<file path="src/rtl/seq_multiplier_param_if.sv">
// seq_multiplier_param_if: start/busy/done handshake and operand/product bus for the multiplier
interface seq_multiplier_param_if #(parameter int WIDTH = 32);
    logic               start;
    logic               signed_mode;
    logic [WIDTH-1:0]   dataA;
    logic [WIDTH-1:0]   dataB;
    logic               busy;
    logic               done;
    logic [2*WIDTH-1:0] dataOut;
    modport master (output start, signed_mode, dataA, dataB, input busy, done, dataOut);
    modport slave (input start, signed_mode, dataA, dataB, output busy, done, dataOut);
endinterface

</file>
<file path="src/rtl/seq_multiplier_param.sv">
// seq_multiplier_param: shift-add multiplier on operand magnitudes, sign reapplied at the end
module seq_multiplier_param #(
    parameter int WIDTH      = 32,
    parameter int EARLY_EXIT = 0
) (
    input  logic                 clk,
    input  logic                 reset,
    seq_multiplier_param_if.slave bus
);
    localparam int CW = $clog2(WIDTH);
    typedef enum logic [1:0] {IDLE, RUN, DONE} state_t;
    state_t state, state_n;
    logic [2*WIDTH-1:0] acc, mcand, sum, dout;
    logic [WIDTH-1:0]   mplier, mshift, mag_a, mag_b;
    logic [CW-1:0]      cnt;
    logic               sign, accept, last;
    always_comb begin
        accept  = bus.start && state != RUN;
        mag_a   = (bus.signed_mode && bus.dataA[WIDTH-1]) ? -bus.dataA : bus.dataA;
        mag_b   = (bus.signed_mode && bus.dataB[WIDTH-1]) ? -bus.dataB : bus.dataB;
        sum     = mplier[0] ? acc + mcand : acc;
        mshift  = mplier >> 1;
        last    = cnt == CW'(WIDTH - 1) || (EARLY_EXIT != 0 && mshift == '0);
        state_n = state == RUN ? (last ? DONE : RUN) : (accept ? RUN : IDLE);
    end
    always_ff @(posedge clk) begin
        if (!reset) begin
            state  <= IDLE;
            acc    <= '0;
            mcand  <= '0;
            mplier <= '0;
            cnt    <= '0;
            sign   <= 1'b0;
            dout   <= '0;
        end else begin
            state <= state_n;
            if (accept) begin
                sign   <= bus.signed_mode & (bus.dataA[WIDTH-1] ^ bus.dataB[WIDTH-1]);
                mcand  <= {{WIDTH{1'b0}}, mag_a};
                mplier <= mag_b;
                acc    <= '0;
                cnt    <= '0;
            end else if (state == RUN) begin
                acc    <= sum;
                mcand  <= mcand << 1;
                mplier <= mshift;
                cnt    <= cnt + CW'(1);
                if (last)
                    dout <= sign ? -sum : sum;
            end
        end
    end
    assign bus.busy    = state == RUN;
    assign bus.done    = state == DONE;
    assign bus.dataOut = dout;
endmodule

</file>
<file path="src/flat_wrapper.sv">
// flat-port wrapper written by rule: the top's interface ports become plain ports
module seq_multiplier_param_flat 
#(
    parameter int WIDTH      = 32,
    parameter int EARLY_EXIT = 0
)
  (clk, reset, bus_start, bus_signed_mode, bus_dataA, bus_dataB, bus_busy, bus_done, bus_dataOut);
  seq_multiplier_param_if #(.WIDTH(WIDTH)) bus_i ();
  input  logic clk;
  input  logic reset;
  input wire logic [$bits(bus_i.start)-1:0] bus_start;
  input wire logic [$bits(bus_i.signed_mode)-1:0] bus_signed_mode;
  input wire logic [$bits(bus_i.dataA)-1:0] bus_dataA;
  input wire logic [$bits(bus_i.dataB)-1:0] bus_dataB;
  output wire logic [$bits(bus_i.busy)-1:0] bus_busy;
  output wire logic [$bits(bus_i.done)-1:0] bus_done;
  output wire logic [$bits(bus_i.dataOut)-1:0] bus_dataOut;
  assign bus_i.start = bus_start;
  assign bus_i.signed_mode = bus_signed_mode;
  assign bus_i.dataA = bus_dataA;
  assign bus_i.dataB = bus_dataB;
  assign bus_busy = bus_i.busy;
  assign bus_done = bus_i.done;
  assign bus_dataOut = bus_i.dataOut;
  seq_multiplier_param #(.WIDTH(WIDTH), .EARLY_EXIT(EARLY_EXIT)) u_core (.clk(clk), .reset(reset), .bus(bus_i));
endmodule
</file>
<file path="config.mk">
export PLATFORM = sky130hd
export DESIGN_NAME = seq_multiplier_param_flat
export DESIGN_NICKNAME = d
export VERILOG_FILES = /design/src/rtl/seq_multiplier_param_if.sv /design/src/rtl/seq_multiplier_param.sv /design/src/flat_wrapper.sv
export SDC_FILE = /design/constraint.sdc
export NUM_CORES = 1
export LEC_CHECK = 0
export ABC_AREA = 0
export CAP_MARGIN = 10
export CORE_ASPECT_RATIO = 1.2
export CORE_MARGIN = 2
export CORE_UTILIZATION = 55
export CTS_CLUSTER_DIAMETER = 30
export DETAILED_ROUTE_END_ITERATION = 10
export GPL_TIMING_DRIVEN = 0
export PLACE_DENSITY = 0.78
export SYNTH_ARGS = -nofsm -noshare
export SYNTH_HDL_FRONTEND = slang
export SYNTH_SLANG_ARGS = --single-unit
</file>
<file path="constraint.sdc">
create_clock -name clk -period 12.7 [get_ports clk]
set_input_delay 1.905 -clock clk [delete_from_list [all_inputs] [get_ports clk]]
set_output_delay 1.905 -clock clk [all_outputs]
set_load 0.005 [all_outputs]
</file>
==> impl_summary.md <==
Timing
Adding up every negative setup slack in the final design gives 0 ps. The count of endpoints failing hold in the final timing report is 0. On the final layout, the worst hold slack is 442 ps. The clock arrives with 21.9 ps of skew.

The number of pins exceeding their max-slew limit in the final report is 0. Setup repair after global routing left no endpoint under its margin. The highest attainable clock frequency is 144 MHz. Setup violations remaining at the end of the flow were counted as 0. In the finished design, the share of the clock period the worst path needs comes to 54.9%. In this run the tightest slew margin relative to its limit is 6.37%. The transition time of the tightest slew-check pin is 1370 ps. The routed design could run at a clock period as short as 6970 ps.

Synthesis
The Yosys step of the flow raised 0 warnings. After synthesis the netlist holds a flip-flop and latch count of 232. The share of flip-flops with an asynchronous set or reset after synthesis is 0%.

The synthesized design contains 0 enable-type register cells. Summing the sequential cell areas from Yosys gives 27.0% of the chip area. Averaged over all synthesized cells, the footprint is 7.29 sq um. The synthesized netlist occupies a cell area of 17200 sq um. The number of distinct standard cells referenced by the synthesized netlist is 104. The synthesized instance count is 2360. The number of nets in the synthesized netlist is 2497.

The flip-flop cell with the highest count after synthesis is sky130_fd_sc_hd__dfxtp_1.

Job
Across the run, the number of max-cap violations was 0.

Clocking
The number of hold buffers added after CTS was 0. The later pin in the worst-skew pair is clocked with a latency of 580 ps. Gates resized during post-CTS repair numbered 0.

Counting every sink on the clock net gives 232. TritonCTS built the clock tree. The CTS root buffer is sky130_fd_sc_hd__clkbuf_16.

The H-tree was split into 2 levels. Clock-pin slew was measured on the worst setup and hold paths at 50 ps. The number of buffers between clock root and the deepest sink is 3. Buffers inserted during clock tree synthesis total 47. The buffer count from post-CTS setup fixing is 0.

Placed design
The count of buffers added on input and output ports is 132. Detailed placement ended at an HPWL of 52.0 mm. Routability-driven placement finished with a final weighted congestion of 1.05.

Drt
The detailed-route DRC error count is 0. The number of routed nets with antenna violations is 0. Wire segments on met2 add up to 31.3 mm in the final route. For this block, the routed nets add up to 66.7 mm of wire.

In the routed layout, each cell is associated on average with a via count of 6.53. The first detailed-routing pass took 8 iterations. The detailed router finished its first iteration with 1761 violations. For this block, the via count after detailed routing is 19400. The detailed router used layers up to and including met4.

For this block, wires on met1 add up to 23.3 mm. In the detailed route, the total length drawn on met3 is 5.62 mm. Dividing the detail-routed wire length by the instance count gives 22.4 um.

Critical path
The worst setup path is captured at a flip-flop. The slowest stage of the critical path is the sky130_fd_sc_hd__buf_1 cell. The required time of the critical path is 13130 ps.

The delay of the slowest cell on the worst path is 710 ps. Along the worst path, the maximum fanout reaches 10. The arrival time of data at the critical path endpoint is 7400 ps.

The cell that appears most often on the critical path is sky130_fd_sc_hd__buf_2. STA classifies the critical path startpoint as a flip-flop. Traced cell by cell, the critical path runs through buf_2, buf_2, buf_2, buf_2, buf_2, buf_2, clkbuf_1, buf_1, buf_2, mux2i_1, ha_1, nand4b_1, or3_1, and4b_1, nand4b_2, nor4_2, nand2_1, o21ai_1, xor2_1, o21ai_1. The path type of the worst setup path is reg -> reg.

Pwr
The share of total power in sequential cells is 30.3%. The worst-case IR drop observed on VDD is 0.112 mV. The fraction of power consumed by the clock network is 52.0%. In this run switching power makes up 30.8% of total power. The cell internal power dissipation is 1.80 mW. In this run, the combinational gates consume 17.7% of the power.

The net switching power is 801 uW. The leakage power total is 7.38 nW. The power per cell area is 125 nW/um^2.

Layout
The area growth from synthesis to final layout is 20.7%. The share of layout cells above drive strength 1 is 7.29%. The number of antenna diodes in the final layout is 0. The utilization of the core after routing is 67.7%. The area taken by multi-input logic gates is 11800 sq um.

The fill cell total of the finished layout is 2685. At the end of the flow, the number of nets in the layout was 2678. The total area of sequential cells is 4640 sq um.

Floorplan
Once the floorplan was initialized, standard cells occupied 56.1% of the core. The floorplan step defined a die boundary enclosing 32700 sq um. The chip width is 165 um.

The floorplan step defined a core boundary enclosing 30700 sq um. 134 I/O pins were placed. The floorplan has 70 rows. The height of the die is 198 um.

Global routing
The wire length of the first global-routing pass is 102 mm. The number of global-route vias before repair is 18900. The global route total overflow is 0.

The number of antenna violations at the first check in global routing is 0. The global-route usage over all layers is 40.2%. Entering global routing, the biggest net connects 14 pins.

Outcome
The flow ran to the end, and the final reports show no timing, DRC or antenna violations.

Hold path
The path type of the worst min-delay path is reg -> reg.
cells in the mapped netlist, drive strengths merged, types with 21 or more instances:
| master | number | area, sq um |
|---|---|---|
| a21o | 24 | 180 |
| o211ai | 21 | 158 |
| ha | 68 | 851 |
| o31ai | 27 | 236 |
| nor3 | 56 | 290 |
| dfxtp | 232 | 4640 |
| nor2 | 304 | 1150 |
| xor2 | 67 | 587 |
| a211oi | 118 | 906 |
| buf | 37 | 180 |
| xnor2 | 64 | 561 |
| o21ai | 154 | 774 |
| or3 | 27 | 179 |
| clkbuf | 127 | 477 |
| nand3 | 25 | 130 |
| a21oi | 269 | 1370 |
| nand2 | 313 | 1170 |
| nand4 | 56 | 372 |
| inv | 36 | 135 |
path summary, 6_finish.rpt:
path                                from                     end  slack [ps]  cells past startpoint
hold / removal    u_core.bus.dataOut[57]  u_core.bus.dataOut[57]         440                      2
setup reg to reg        u_core.mplier[0]  u_core.bus.dataOut[58]        5730                     20
hold reg to reg   u_core.bus.dataOut[57]  u_core.bus.dataOut[57]         440                      2
setup / recovery        u_core.mplier[0]  u_core.bus.dataOut[58]        5730                     20
registers in the layout, indices dropped and copies added, names as in the netlist:
name	count
u_core.acc	64
u_core.bus.dataOut	64
u_core.mcand	64
u_core.mplier	32
u_core.cnt	5
u_core.state	2
u_core.sign	1
power by group through the flow:
stage	registers, mW	clock network, mW	logic [mW]
5_1_grt	0.789	1.39	0.495
3_3_place_gp	0.799	0	0.432
3_5_place_dp	0.800	0	0.440
6_report	0.787	1.35	0.460
4_1_cts	0.786	1.36	0.444
2_1_floorplan	0.786	0	0.302
cells in the final DEF, fill, tap and decap left out, drive strengths merged, types with 11 or more instances in the layout:
cell	instances
xor2	67
inv	48
nor2b	18
xnor2	64
a21oi	269
nand2	313
a21o	24
o21ai	154
a311oi	14
o21a	20
nand2b	16
or4	13
ha	68
and4	11
nand3	25
mux2i	20
o31ai	27
clkbuf	180
a31oi	20
nor3	56
nor4	17
or3	27
clkdlybuf4s50	132
nand4	56
and3	20
buf	37
dfxtp	232
and2	14
nor2	304
a211oi	118
a21boi	11
o211ai	21
worst max-delay path, delay by kind of cell, from the launching register on:
family                     cells  cell delay [ps]
xor gates and xnor gates       1              210
AOI/OAI and AO/OA              2              270
adders and majority gates      1              280
and+or+nand+nor                6             1870
muxes                          1              390
buffers and inverters          9             3490
DFF                            1              290
through the flow:
stage / worst slack, ps / power (mW) / area, sq um / std cells
floorplan: 7840 / 1.09 / 17200 / 2360
global placement: 6050 / 1.23 / 19000 / 2888
detailed placement: 6010 / 1.24 / 19000 / 2888
CTS: 6000 / 2.59 / 20800 / 2975
global route: 5510 / 2.67 / 20800 / 2975
finish: 5730 / 2.60 / 20800 / 2975
layout make-up:
type                       instances  share of cell area (%)
multi-input combinational       1928                    56.7
sequential                       232                    22.4
timing repair buffer             132                    6.36
clock buffer                      53                    6.02
buffer                           164                    3.16
tap                              396                    2.39
clock inverter                    34                    2.36
inverter                          36                   0.651
routing by layer:
layer	track usage, %	vias up
li1	-	9001
met1	42.4	9004
met2	68.3	1063
met3	7.98	363
met4	34.1	0
met5	0	-
logic make-up after synthesis:
family                   Yosys count  share of synthesized area [%]
AND/OR/NAND/NOR                  918                           24.9
AO/OA/AOI/OAI                    785                           30.2
flip-flops                       232                           27.0
buffers and inverters            200                           4.60
XOR/XNOR                         131                           6.67
adder cells (fa/ha/maj)           69                           5.06
multiplexers                      25                           1.51
Note: power is estimated with default switching activity, not from simulation.
